<file path="src/rtl/fetch_ctrl_pkg.sv">
// Shared front-end types for the rvga core.
// Holds the machine word type, the PC-mux select encoding produced by EX
// and the fetch sequencer state encoding. This file has no ports.
package rvga_types;

    typedef logic [31:0] rvga_word;

    // EX branch/jump resolution: pc4 keeps sequential fetch, jmp takes jmp_tgt.
    typedef enum logic {
        pcmux_pc4 = 1'b0,
        pcmux_jmp = 1'b1
    } pcmux_selop;

    // S_REQ: presenting (or ready to present) a request.
    // S_WAIT: one request granted, waiting for its response.
    typedef enum logic {
        S_REQ  = 1'b0,
        S_WAIT = 1'b1
    } fetch_state;

    localparam rvga_word PC_STEP = 32'd4;

endpackage

</file>
<file path="src/rtl/fetch_ctrl_buf.sv">
// One-entry valid/ready register slice between fetch and decode.
// Ports:
//   clk, rst_n          clock, asynchronous active-low reset
//   clr_i               synchronous clear (redirect), wins over everything
//   load_i              capture pc_i/instr_i and mark the entry valid
//   pc_i, instr_i       entry payload
//   ready_i             downstream accepts the entry this cycle
//   valid_o, pc_o, instr_o  entry state toward decode
// The payload registers change only on load, so the outputs are stable
// while the entry waits for ready.
module fetch_buf
    import rvga_types::*;
(
    input  logic     clk,
    input  logic     rst_n,
    input  logic     clr_i,
    input  logic     load_i,
    input  rvga_word pc_i,
    input  rvga_word instr_i,
    input  logic     ready_i,
    output logic     valid_o,
    output rvga_word pc_o,
    output rvga_word instr_o
);

    logic     valid_q, valid_d;
    rvga_word pc_q, pc_d;
    rvga_word instr_q, instr_d;

    always_comb begin
        valid_d = valid_q;
        pc_d    = pc_q;
        instr_d = instr_q;
        if (clr_i) begin
            valid_d = 1'b0;
        end else if (load_i) begin
            // A load in the same cycle as a drain replaces the drained entry.
            valid_d = 1'b1;
            pc_d    = pc_i;
            instr_d = instr_i;
        end else if (valid_q && ready_i) begin
            valid_d = 1'b0;
        end
    end

    always_ff @(posedge clk or negedge rst_n) begin
        if (!rst_n) begin
            valid_q <= 1'b0;
            pc_q    <= '0;
            instr_q <= '0;
        end else begin
            valid_q <= valid_d;
            pc_q    <= pc_d;
            instr_q <= instr_d;
        end
    end

    assign valid_o = valid_q;
    assign pc_o    = pc_q;
    assign instr_o = instr_q;

endmodule

</file>
<file path="src/rtl/fetch_ctrl.sv">
// Instruction-fetch sequencer. Owns the architectural PC, issues one
// request at a time to instruction memory, discards wrong-path responses
// after a redirect and hands fetched instructions to decode via fetch_buf.
// Ports:
//   clk, rst_n                         clock, asynchronous active-low reset
//   ex_valid, pcmux_sel, jmp_tgt       EX branch/jump resolution
//   imem_req/addr/gnt/rvalid/rdata     instruction memory port
//   if_valid/pc/instr, if_ready        buffered instruction toward decode
//   flush                              kill younger stages (combinational)
//   misalign                           one-cycle pulse after a misaligned jump
//   redirect_cnt                       number of taken redirects, wraps
module fetch_ctrl
    import rvga_types::*;
#(
    parameter rvga_word RESET_PC = 32'h0000_0000,
    parameter int       CNT_W    = 32
) (
    input  logic             clk,
    input  logic             rst_n,
    input  logic             ex_valid,
    input  pcmux_selop       pcmux_sel,
    input  rvga_word         jmp_tgt,
    output logic             imem_req,
    output rvga_word         imem_addr,
    input  logic             imem_gnt,
    input  logic             imem_rvalid,
    input  rvga_word         imem_rdata,
    output logic             if_valid,
    output rvga_word         if_pc,
    output rvga_word         if_instr,
    input  logic             if_ready,
    output logic             flush,
    output logic             misalign,
    output logic [CNT_W-1:0] redirect_cnt
);

    fetch_state       state_q, state_d;
    rvga_word         pc_q, pc_d;
    logic             drop_q, drop_d;
    logic             misalign_q;
    logic [CNT_W-1:0] cnt_q, cnt_d;

    logic redirect, bad, granted, load;

    // Only word-aligned targets redirect; a target with bit 1 set is
    // reported and otherwise ignored. Bit 0 alone is neither.
    assign redirect = ex_valid && (pcmux_sel == pcmux_jmp) && (jmp_tgt[1:0] == 2'b00);
    assign bad      = ex_valid && (pcmux_sel == pcmux_jmp) && jmp_tgt[1];

    // Gating with rst_n keeps the memory port and flush quiet while in reset.
    assign imem_req  = rst_n && (state_q == S_REQ) && (!if_valid || if_ready);
    assign imem_addr = {pc_q[31:2], 2'b00};
    assign flush     = rst_n && redirect;
    assign granted   = imem_req && imem_gnt;

    always_comb begin
        state_d = state_q;
        pc_d    = pc_q;
        drop_d  = drop_q;
        load    = 1'b0;
        cnt_d   = cnt_q;

        case (state_q)
            S_REQ: begin
                if (granted) begin
                    state_d = S_WAIT;
                end
            end
            S_WAIT: begin
                if (imem_rvalid) begin
                    state_d = S_REQ;
                    if (drop_q) begin
                        drop_d = 1'b0;
                    end else begin
                        load = 1'b1;
                        pc_d = pc_q + PC_STEP;
                    end
                end
            end
            default: state_d = S_REQ;
        endcase

        if (redirect) begin
            pc_d  = jmp_tgt;
            load  = 1'b0;
            cnt_d = cnt_q + {{(CNT_W-1){1'b0}}, 1'b1};
            // Any request already in flight (or granted right now) is wrong-path.
            if (state_q == S_WAIT) begin
                drop_d = !imem_rvalid;
            end else if (granted) begin
                drop_d = 1'b1;
            end
        end
    end

    always_ff @(posedge clk or negedge rst_n) begin
        if (!rst_n) begin
            state_q    <= S_REQ;
            pc_q       <= RESET_PC;
            drop_q     <= 1'b0;
            misalign_q <= 1'b0;
            cnt_q      <= '0;
        end else begin
            state_q    <= state_d;
            pc_q       <= pc_d;
            drop_q     <= drop_d;
            misalign_q <= bad;
            cnt_q      <= cnt_d;
        end
    end

    assign misalign     = misalign_q;
    assign redirect_cnt = cnt_q;

    fetch_buf u_buf (
        .clk     (clk),
        .rst_n   (rst_n),
        .clr_i   (redirect),
        .load_i  (load),
        .pc_i    (pc_q),
        .instr_i (imem_rdata),
        .ready_i (if_ready),
        .valid_o (if_valid),
        .pc_o    (if_pc),
        .instr_o (if_instr)
    );

endmodule

</file>
<file path="config.mk">
export PLATFORM = sky130hd
export DESIGN_NAME = fetch_ctrl
export DESIGN_NICKNAME = d
export VERILOG_FILES = /design/src/rtl/fetch_ctrl_pkg.sv /design/src/rtl/fetch_ctrl_buf.sv /design/src/rtl/fetch_ctrl.sv
export SDC_FILE = /design/constraint.sdc
export NUM_CORES = 1
export LEC_CHECK = 0
export CAP_MARGIN = 20
export CORE_MARGIN = 2
export CORE_UTILIZATION = 41
export DETAILED_ROUTE_END_ITERATION = 10
export HOLD_SLACK_MARGIN = 0.03
export PLACE_DENSITY = 0.76
export SLEW_MARGIN = 0
export SYNTH_ARGS = -nofsm -noshare
export SYNTH_HDL_FRONTEND = slang
export SYNTH_SLANG_ARGS = --single-unit
</file>
<file path="constraint.sdc">
create_clock -name clk -period 1.65 [get_ports clk]
set_input_delay 0.2475 -clock clk [delete_from_list [all_inputs] [get_ports clk]]
set_output_delay 0.2475 -clock clk [all_outputs]
set_load 0.02 [all_outputs]
</file>
# After elaboration in Yosys (flattened, before gate mapping)
# Cells that the tools add are included.
dict set report classes {
  div 0
  mul 0
  n_lt_le_gt_ge 0
  eq_ne 1
  muxes 19
  n_bitwise 2
  shifts 0
  reduce_logical 17
  add_sub_neg 2
}
# op count
set ops {}
lappend ops {{$mux W32} 4}
lappend ops {{$add A32 B1 Y32 const B} 1}
lappend ops {{$add A32 B3 Y32 const B} 1}
lappend ops {{$mux W1} 14}
lappend ops {{$logic_and A1 B1 Y1} 8}
lappend ops {{$reduce_bool A2 Y1} 2}
lappend ops {{$reduce_and A3 Y1} 1}
lappend ops {{$reduce_bool A3 Y1} 1}
lappend ops {{$logic_not A1 Y1} 2}
lappend ops {{$logic_not A2 Y1} 1}
lappend ops {{$ne A2 B1 Y1 const B} 1}
lappend ops {{$not A1 Y1} 2}
lappend ops {{$pmux W1 S2} 1}
lappend ops {{$reduce_and A2 Y1} 1}
lappend ops {{$logic_or A1 B1 Y1} 1}
dict set report totals {
  inputBits 71
  out_inout_bits 132
  mem_bits_rw 0
  memories 0
  latch_bits 0
  reg_bits 132
  rom_bits 0
}

# Longest topological paths before layout
# Gate-level depths: netlist (run 1).
dict set report depth {
  depth_word 7
  depth_mapped 7
  mapped_depth_nobuf 6
}

# Modules after synthesis
# Synthesis (run 1) repeated with hierarchy kept, for this count alone.
dict set report unflattened {
  cells_unflattened 506
  hier_area_um2 6333.6
}
# mod instances cells_each seq_area_each_um2 area_per_inst_um2
set by_module_without_submodules {}
lappend by_module_without_submodules {fetch_ctrl 1 366 1676.6 3592.2}
lappend by_module_without_submodules {fetch_buf 1 140 1626.6 2741.4}

# Worst setup path before layout (run 1)
# Ideal clock, no wire load.
dict set report synth_path {
  path_kind {register to register}
  from {register cnt_q[0], in the netlist redirect_cnt[0]}
  to {register cnt_q[26], in the netlist redirect_cnt[26]}
  t_required_ns 1.521
  slack_ns -0.076
  path_buffers 0
  setup_time_ns 0.129
  stages_incl_launch_ff 7
  period_less_slack_ns 1.726
  t_arrival_ns 1.597
  path_cell_list {dfrtp_1 ha_1 inv_1 nor3_4 and4_1 nand4_1 xnor2_1}
}
dict set report synth_between {
  elab_chain_cells 1
}
# element line
set synth_rtl {}
lappend synth_rtl {{start: declaration} fetch_ctrl.sv:41} ;# logic [CNT_W-1:0] cnt_q, cnt_d;
lappend synth_rtl {{start signal: assignment} fetch_ctrl.sv:108} ;# cnt_q <= cnt_d;
lappend synth_rtl {{$add A32 B1 Y32} fetch_ctrl.sv:86} ;# cnt_d = cnt_q + {{(CNT_W-1){1'b0}}, 1'b1};
# No other way between the ends.
# A chain may end at the register's enable or synchronous reset.

# Worst setup path after layout (run 1)
dict set report layout_path {
  from {register drop_q}
  to {register u_buf.instr_q[23], in the netlist u_buf.instr_o[23]}
}
dict set report layout_between {
  elab_chain_cells 5
}
# element line
set layout_rtl {}
lappend layout_rtl {{start: declaration} fetch_ctrl.sv:39} ;# logic drop_q, drop_d;
lappend layout_rtl {{start signal: assignment} fetch_ctrl.sv:106} ;# drop_q <= drop_d;
lappend layout_rtl {{$mux W1} fetch_ctrl.sv:72} ;# if (drop_q) begin
lappend layout_rtl {{$mux W1} fetch_ctrl.sv:70} ;# if (imem_rvalid) begin
lappend layout_rtl {{$mux W1} fetch_ctrl.sv:63} ;# case (state_q)
lappend layout_rtl {{$mux W1} fetch_ctrl.sv:83} ;# if (redirect) begin
lappend layout_rtl {{$reduce_and A2 Y1 (no source line)} n/a}
lappend layout_rtl {{end signal: assignment} fetch_ctrl_buf.sv:54} ;# instr_q <= instr_d;
lappend layout_rtl {{end: declaration} fetch_ctrl_buf.sv:28} ;# rvga_word instr_q, instr_d;
# No other way between the ends.

==> run metrics, run 1 <==
Adder-Cell Fraction of Synth Area=less than 1%; normalized max-slew margin=between 50% and 60%; DRC violation count after routing=0; min Tclk post-route=1.66 ns; count of pins over their slew limit=0; die height=approximately 130 µm; switching power=4.35 mW; Clock Latency Late Sink=roughly 0.42 ns; io pins=203; GRT Residual Overflow=0; gp weighted congestion=slightly above 0.8; switching share of power=32.0%; Power Density=between 1000 and 1500 nW/µm²; maximum clock insertion buffer count=2; first-pass GRT wire length=25,900 µm; peak supply drop=0.840 mV; number of buffers created by CTS=17; Iter 0 DRT Violations=227; primary flip-flop cell chosen by synthesis mapping=sky130_fd_sc_hd__dfrtp_1; Yosys warning total=0; design internal power=around 9.2 mW; Critical Path Start Type=register; data arrival time of the worst path=between 1.5 and 2 ns; synthesized-area fraction occupied by xor and xnor cells=8.74%; async set-or-reset flop fraction in the synthesized netlist=between 90% and 100%; area leader, netlist=sky130_fd_sc_hd__dfrtp_1; flip-flop and latch count after synthesis=132; critical path peak fanout=6; number of fill cells in the layout=~1,100; std cell rows=44; global-route usage over all layers=~21%; simple-gate share of the synthesized area=between 10% and 20%; outcome=finished, violations left; Detail Placement HPWL=approximately 11,000 µm; total leakage power=approximately 4.7 nW; antenna violations before repair=0; Total Power=~14 mW; non-filler instance count after layout=935; post-synthesis instance area=approximately 6000 µm²; unrepaired setup endpoints after global routing=true; WP data required=1.94 ns; final antenna diode count=0; pin count of the biggest net entering global routing=around 130; vias=roughly 4,800; share of the clock period used by the worst path=101%; share of the synthesized area in the top cell type=around 55%; main area contributors after synthesis=sky130_fd_sc_hd__dfrtp_1 55%, sky130_fd_sc_hd__mux2_2 12%, sky130_fd_sc_hd__buf_4 4.6%; clock tree from TritonCTS=done; CTS HTree Levels=4; number of global-route vias before repair=around 5,000; combinational family with the most area after synthesis=simple AND/OR/NAND/NOR gates; Compound-Gate Fraction of Synth Area=around 2.9%; Tightest Pin Transition=between 0.7 and 0.8 ns; multiplexer fraction of the synthesized cell area=between 10% and 20%; highest attainable clock frequency=0.602 GHz; fraction of final layout cells with drive strength greater than 1=roughly 25%; Final nets=approximately 810; count of different cell masters after synthesis=35; proportion of power drawn by combinational gates=roughly 36%; fraction of power consumed by the clock network=~29%; die boundary width=~130 µm; Hold Fails Final Rpt=0; Fin Setup TNS=-0.0693 ns; vias per inst=between 5 and 6; Clk Tree Root Cell=sky130_fd_sc_hd__clkbuf_16; initial cell density of the core=between 40% and 50%; reg-to-reg startpoint=drop_q; part of the total power dissipated in sequential elements=about a third; core footprint=approximately 14,000 µm²; post-synthesis sequential area ratio=between 50% and 60%; clock sink total=132; worst hold path class=in -> async; final routed wirelength across all metal layers=17,000 µm; PortBufs=200; Clock Skews=0.00824 ns; Routed WL per cell=~18 µm; cell count after synthesis=500; Post-synth EDFFs=0; worst path setup slack after routing=-0.0107 ns; Die Area=about 16,000 µm²; CP startpoint=drop_q; Setup Viol. Count Final=15; Syn-to-layout area delta=56.3%; Mean Syn Cell Area=about 12 µm²; number of hold-repair buffers added at the cts stage=0; Inst Count DP=about 890; total iterations of the first detailed-routing run=4; count of maximum capacitance violations=0; violations in the final reports=setup timing; antenna viol nets, final=0; clock-pin slew of the registers on the worst-case setup and hold paths=0.06 ns; critical path capture point type=register; start-to-end type of the worst setup path=reg -> reg
## kinds of logic (layout without fill, tap and decap cells)
logic type | after synthesis | after routing
compound gates | 33 | 33
xor+xnor | 60 | 60
fa+ha+maj | 2 | 2
buf+inv | 55 | 305
flops | 132 | 132
mux | 64 | 64
other cells | 1 | 2
simple gates | 153 | 153
## registers in the layout, indices dropped and copies added (netlist names)
signal         cells
pc_q              32
redirect_cnt      32
u_buf.instr_o     32
u_buf.pc_o        32
drop_q             1
misalign           1
state_q            1
u_buf.valid_o      1
## stage by stage
stage          hold slack [ns]  instance area [µm²]  utilization [%]  worst slack [ns]
3_3_place_gp             0.464                 8340             57.9            -0.476
4_1_cts                 0.0765                 8990             62.3           -0.0620
5_1_grt                  0.131                 9400             65.2           -0.0948
3_5_place_dp             0.472                 8340             57.9            -0.498
6_report                0.0451                 9400             65.2           -0.0107
2_1_floorplan          -0.0481                 6020                -           0.00717
## layer usage
| metal | global-route usage, % | up-vias | wire (µm) |
|---|---|---|---|
| met5 | 0 | - | 0 |
| met4 | 7.84 | 0 | 267 |
| met3 | 6.63 | 24 | 1050 |
| met2 | 35.2 | 151 | 8560 |
| met1 | 24.4 | 2390 | 7130 |
| li1 | - | 2192 | - |
## critical path: stages, from the launching register on
cell                       delay (ns)
sky130_fd_sc_hd__dfrtp_1         0.41
sky130_fd_sc_hd__nand3b_1        0.19
sky130_fd_sc_hd__buf_4           0.15
sky130_fd_sc_hd__nor2_4          0.13
sky130_fd_sc_hd__buf_8           0.17
sky130_fd_sc_hd__buf_16          0.15
sky130_fd_sc_hd__mux2_2          0.33
## cells in the mapped netlist (2+ instances only)
cell type and count:
sky130_fd_sc_hd__dfrtp_1 132, sky130_fd_sc_hd__mux2_2 64, sky130_fd_sc_hd__nand2_1 57, sky130_fd_sc_hd__buf_4 37, sky130_fd_sc_hd__xnor2_1 31, sky130_fd_sc_hd__xor2_1 29, sky130_fd_sc_hd__nand4_1 24, sky130_fd_sc_hd__o21ai_0 23
sky130_fd_sc_hd__nand3_1 15, sky130_fd_sc_hd__and4_1 14, sky130_fd_sc_hd__and2_1 9, sky130_fd_sc_hd__and3_1 9, sky130_fd_sc_hd__nor2_1 8, sky130_fd_sc_hd__buf_6 6, sky130_fd_sc_hd__buf_2 5, sky130_fd_sc_hd__clkbuf_1 4
sky130_fd_sc_hd__o21ai_1 4, sky130_fd_sc_hd__a21oi_1 3, sky130_fd_sc_hd__inv_1 3, sky130_fd_sc_hd__nor3_1 3, sky130_fd_sc_hd__nor4_2 3, sky130_fd_sc_hd__ha_1 2, sky130_fd_sc_hd__nand4b_1 2, sky130_fd_sc_hd__nor3_4 2
## power groups by stage
stage	registers [mW]	clock network (mW)	logic, mW
after detailed placement	4.72	0	4.91
after global routing	4.80	4.17	5.22
after floorplan	5.62	0	1.55
final	4.69	3.95	4.94
after CTS	4.67	4.02	4.71
after global placement	4.65	0	4.84
## cell usage in the layout, fill, tap and decap left out, types with 4 or more instances in the layout
cell	instances
sky130_fd_sc_hd__nand3_1	15
sky130_fd_sc_hd__mux2_4	37
sky130_fd_sc_hd__buf_12	5
sky130_fd_sc_hd__buf_4	55
sky130_fd_sc_hd__bufinv_16	4
sky130_fd_sc_hd__o21ai_0	16
sky130_fd_sc_hd__buf_6	5
sky130_fd_sc_hd__clkbuf_1	4
sky130_fd_sc_hd__and3_1	7
sky130_fd_sc_hd__dfrtp_1	128
sky130_fd_sc_hd__dfrtp_2	4
sky130_fd_sc_hd__dlymetal6s2s_1	31
sky130_fd_sc_hd__nand4_1	24
sky130_fd_sc_hd__xnor2_1	31
sky130_fd_sc_hd__clkbuf_16	20
sky130_fd_sc_hd__xor2_1	29
sky130_fd_sc_hd__dlygate4sd2_1	81
sky130_fd_sc_hd__mux2_2	27
sky130_fd_sc_hd__nor2_1	8
sky130_fd_sc_hd__and2_1	9
sky130_fd_sc_hd__o21ai_1	11
sky130_fd_sc_hd__and4_1	10
sky130_fd_sc_hd__clkdlybuf4s50_1	85
sky130_fd_sc_hd__nand2_1	57
## final timing paths
kind                       cells past startpoint           endpoint  slack, ns
min                                            3           pc_q[12]       0.05
min in group clk                               2           misalign       0.27
min reg2reg                                    1   redirect_cnt[31]       0.48
max reg2reg                                    6  u_buf.instr_o[23]      -0.01
max                                            6  u_buf.instr_o[23]      -0.01
max in group asynchronous                      3    redirect_cnt[6]       1.04
## layout make-up
cell class	count	area [µm²]	area share [%]
Sequential cell	132	3310	35.2
Tap cell	184	230	2.45
Clock inverter	9	151	1.61
Timing Repair Buffer	270	2690	28.6
Clock buffer	23	468	4.98
Multi-Input combinational cell	314	2540	27.1
Inverter	3	11.3	0.120
## repair_timing
| action | in CTS | in global routing |
|---|---|---|
| buffers inserted | 5 | 4 |
| pin swaps | 3 | 8 |
| hold endpoints to repair | 0 | 0 |
| setup endpoints to repair | 144 | 115 |
| cloned | 2 | 4 |
| resized for setup | 98 | 94 |
Note: power is estimated with default switching activity, not from simulation.
==> run 2, diff against run 1 <==
--- a/config.mk
+++ b/config.mk
@@ -5,12 +5,14 @@
 export SDC_FILE = /design/constraint.sdc
 export NUM_CORES = 1
 export LEC_CHECK = 0
+export ABC_AREA = 1
 export CAP_MARGIN = 20
+export CORE_ASPECT_RATIO = 1.25
 export CORE_MARGIN = 2
-export CORE_UTILIZATION = 41
+export CORE_UTILIZATION = 43
 export DETAILED_ROUTE_END_ITERATION = 10
 export HOLD_SLACK_MARGIN = 0.03
-export PLACE_DENSITY = 0.76
+export PLACE_DENSITY = 0.77
 export SLEW_MARGIN = 0
 export SYNTH_ARGS = -nofsm -noshare
 export SYNTH_HDL_FRONTEND = slang
==> run 2 against run 1 <==
  * The flow now finishes without violations
  * First-iteration DRC count up 81%
  * Worst hold slack better by 0.23 ns
  * Final area up 4.8%
  * Non-clock buffer count down 27
  * Via count up 38%
  * Synthesized cell count up 78%
  * Sequential share of layout area down 1.7 points
  * Routed wire length up 16%
  * Clock power up 4%
  * Largest cell class unchanged
  * Highest routed layer unchanged
==> run metrics, run 2 <==
GR Layer Usage met1=27.9% (was 24.4%); Most Used Layer, Global Route=met2 (unchanged); share of the clock period used by the worst path=98.4% (was 101%); vias per inst=4.94 (was 5.09); Post-synth top cells=331 x sky130_fd_sc_hd__nand2_1, 132 x sky130_fd_sc_hd__dfrtp_1, 96 x sky130_fd_sc_hd__nor2_1, 75 x sky130_fd_sc_hd__inv_1, 53 x sky130_fd_sc_hd__nand3_1 (was 132 x sky130_fd_sc_hd__dfrtp_1, 64 x sky130_fd_sc_hd__mux2_2, 57 x sky130_fd_sc_hd__nand2_1, 37 x sky130_fd_sc_hd__buf_4, 31 x sky130_fd_sc_hd__xnor2_1); number of global-route vias before repair=6,402 (was 5,022); post-synthesis instance area=6910 µm² (was 6010 µm²); post-synthesis sequential area ratio=47.8% (was 54.9%); outcome=finished clean (was finished, violations left); Clock Skews=0.00863 ns (was 0.00824 ns); total leakage power=5.11 nW (was 4.67 nW); antenna violations before repair=2 (was 0); Post-synth EDFFs=0 (unchanged); met3 track utilization from global routing=4.90% (was 6.63%); CTS HTree Levels=4 (unchanged); antenna viol nets, final=0 (unchanged); count of pins over their slew limit=0 (unchanged); Clk Tree Root Cell=sky130_fd_sc_hd__clkbuf_16 (unchanged); WP data required=1.40 ns (was 1.94 ns); simple-gate share of the synthesized area=34.0% (was 14.4%); peak supply drop=0.614 mV (was 0.840 mV); total iterations of the first detailed-routing run=5 (was 4); final standard cell utilization of the core=63.0% (was 65.2%); Final nets=1,172 (was 811); Hold Fails Final Rpt=0 (unchanged); std cell rows=51 (was 44); Compound-Gate Fraction of Synth Area=4.65% (was 2.87%); area leader, netlist=sky130_fd_sc_hd__dfrtp_1 (unchanged); final routed wirelength across all metal layers=19,800 µm (was 17,000 µm); primary flip-flop cell chosen by synthesis mapping=sky130_fd_sc_hd__dfrtp_1 (unchanged); count of different cell masters after synthesis=34 (was 35); maximum clock insertion buffer count=2 (unchanged); data arrival time of the worst path=1.38 ns (was 1.95 ns); most common cell after layout, fill and taps aside=sky130_fd_sc_hd__nand2_1 (was sky130_fd_sc_hd__dfrtp_1); core footprint=15,600 µm² (was 14,400 µm²); cell count after synthesis=891 (was 500); start-to-end type of the worst setup path=reg -> out (was reg -> reg); pin count of the biggest net entering global routing=81 (was 133); Yosys warning total=0 (unchanged); Syn-to-layout area delta=42.6% (was 56.3%); vias=6,547 (was 4,757); number of buffers created by CTS=17 (unchanged); largest stage delay on the critical path=0.61 ns (was 0.41 ns); clock tree from TritonCTS=done (unchanged); Hold Crit Depth=5; Clock Latency Late Sink=0.41 ns (was 0.42 ns); worst-path cell chain=clkdlybuf4s50_1 (was nand3b_1 -> buf_4 -> nor2_4 -> buf_8 -> buf_16 -> mux2_2); Adder-Cell Fraction of Synth Area=0.362% (was 0.416%); met2 track demand over resource in global routing=39.3% (was 35.2%); initial cell density of the core=44.2% (was 41.7%); most frequent cells in the layout=330 x sky130_fd_sc_hd__nand2_1, 132 x sky130_fd_sc_hd__dfrtp_1, 94 x sky130_fd_sc_hd__nor2_1 (was 128 x sky130_fd_sc_hd__dfrtp_1, 85 x sky130_fd_sc_hd__clkdlybuf4s50_1, 81 x sky130_fd_sc_hd__dlygate4sd2_1); Tightest Pin Transition=0.657 ns (was 0.711 ns); unrepaired setup endpoints after global routing=true (unchanged); combinational family with the most area after synthesis=simple AND/OR/NAND/NOR gates (unchanged); share of the synthesized area in the top cell type=47.8% (was 54.9%); global-route usage over all layers=23.1% (was 20.6%); hold path startpoint=rst_n; R2R cell count=9 (was 6); worst hold path class=in -> reg (was in -> async); Setup Viol. Count Final=0 (was 15); cell type of the slowest stage on the worst timing path=sky130_fd_sc_hd__clkdlybuf4s50_1 (was sky130_fd_sc_hd__dfrtp_1); highest attainable clock frequency=0.616 GHz (was 0.602 GHz); PortBufs=200 (unchanged); critical path peak fanout=2 (was 6); async set-or-reset flop fraction in the synthesized netlist=100% (unchanged); clock sink total=132 (unchanged); WP depth=1 (was 6); clock-pin slew of the registers on the worst-case setup and hold paths=0.06 ns (about the same); Iter 0 DRT Violations=410 (was 227); first-pass GRT wire length=31,900 µm (was 25,900 µm); min Tclk post-route=1.62 ns (was 1.66 ns); normalized max-slew margin=56.2% (was 52.6%); gp weighted congestion=0.903 (was 0.818); cell family with most CP delay=buffers and inverters (unchanged); number of buffer and inverter instances along the worst setup path=1 (was 3); Fin Setup TNS=0 ns (was -0.0693 ns); main area contributors after synthesis=sky130_fd_sc_hd__dfrtp_1 48%, sky130_fd_sc_hd__nand2_1 18%, sky130_fd_sc_hd__nor2_1 5.2% (was sky130_fd_sc_hd__dfrtp_1 55%, sky130_fd_sc_hd__mux2_2 12%, sky130_fd_sc_hd__buf_4 4.6%); Detail Placement HPWL=14,400 µm (was 10,900 µm); Die Area=17,100 µm² (was 15,700 µm²); fraction of final layout cells with drive strength greater than 1=10.6% (was 24.9%); DRC violation count after routing=0 (unchanged); most repeated cell in the gate-level netlist after synthesis=sky130_fd_sc_hd__nand2_1 (was sky130_fd_sc_hd__dfrtp_1); GRT Residual Overflow=0 (unchanged); die boundary width=117 µm (was 125 µm); CP startpoint=u_buf.instr_o[12] (was drop_q); count of maximum capacitance violations=0 (unchanged); Power Density=1430 nW/µm² (was 1440 nW/µm²); io pins=203 (unchanged); Routed WL per cell=14.9 µm (was 18.2 µm); Mean Syn Cell Area=7.75 µm² (was 12.0 µm²); reg-to-reg startpoint=redirect_cnt[1] (was drop_q); synthesized-area fraction occupied by xor and xnor cells=3.42% (was 8.74%); critical path capture point type=output pin (was register); die height=146 µm (was 125 µm); flip-flop and latch count after synthesis=132 (unchanged); Critical Path Start Type=register (unchanged); multiplexer fraction of the synthesized cell area=0% (was 12.0%)
## run 2: layer usage
metal / vias to the layer above / share of wire, %
met1: 3080 / 40
met4: 0 / 3.9
li1: 3170 / -
met5: - / 0
met3: 50 / 5.1
met2: 247 / 51
## run 2: final timing paths
| check | end | slack, ns |
|---|---|---|
| setup / recovery | if_instr[12] | 0.03 |
| hold / removal | state_q | 0.27 |
| setup reg to reg | redirect_cnt[14] | 0.06 |
| hold reg to reg | u_buf.instr_o[22] | 0.47 |
| max in group asynchronous | u_buf.instr_o[13] | 0.67 |
| min in group asynchronous | u_buf.pc_o[10] | 0.36 |
## run 2: cells by family (layout without fill, tap and decap cells)
family,count (synthesis),after routing
other,1,4
AND/OR/NAND/NOR,541,541
adder cells (fa/ha/maj),2,2
flip-flops,132,132
buffers and inverters,133,353
AO/OA/AOI/OAI,55,55
XOR/XNOR,27,27
## run 2: area by class of cell
| type | count | area [µm²] |
|---|---|---|
| diodes | 2 | 5.00 |
| repair buffers | 243 | 2370 |
| clock buffers | 23 | 498 |
| fillers | 1346 | 5780 |
| clock inverters | 9 | 148 |
| multi-input cells | 627 | 2970 |
| inverters | 78 | 295 |
| flip-flops and latches | 132 | 3300 |
| well taps | 212 | 265 |
## run 2: worst register-to-register path, cell delays in order (launching register included)
cell	delay (ns)
sky130_fd_sc_hd__dfrtp_1	0.39
sky130_fd_sc_hd__ha_2	0.20
sky130_fd_sc_hd__inv_1	0.05
sky130_fd_sc_hd__nor2_2	0.10
sky130_fd_sc_hd__inv_2	0.07
sky130_fd_sc_hd__nor2_4	0.09
sky130_fd_sc_hd__nand2_2	0.09
sky130_fd_sc_hd__nor2_4	0.24
sky130_fd_sc_hd__buf_4	0.16
sky130_fd_sc_hd__xor2_1	0.13
## run 2: repair_timing
item,in CTS,in global routing
buffers inserted,0,3
hold buffers,1,1
hold endpoints to repair,52,7
setup endpoints to repair,83,37
pin swaps,0,3
gates resized for setup,86,37
cloned,0,0
## run 2: stage by stage
stage | hold WS, ns | instance area, µm² | worst slack [ns] | instances | total power, mW
final | 0.274 | 9850 | 0.0271 | 1326 | 14.1
after global routing | 0.301 | 9850 | -0.0386 | 1326 | 14.9
after CTS | 0.155 | 9700 | 0.000192 | 1319 | 14.2
after detailed placement | 0.437 | 9150 | -0.247 | 1287 | 10.5
after global placement | 0.438 | 9150 | -0.187 | 1287 | 10.3
after floorplan | -0.0481 | 6910 | 0.130 | 892 | 7.99
## run 2: where the power goes
part	switching (mW)	total, mW	internal, mW	leakage (nW)
clock network	1.38	4.10	2.72	0.319
registers	0.822	5.02	4.20	1.68
logic	2.88	4.99	2.10	3.11
total	5.09	14.1	9.02	5.11
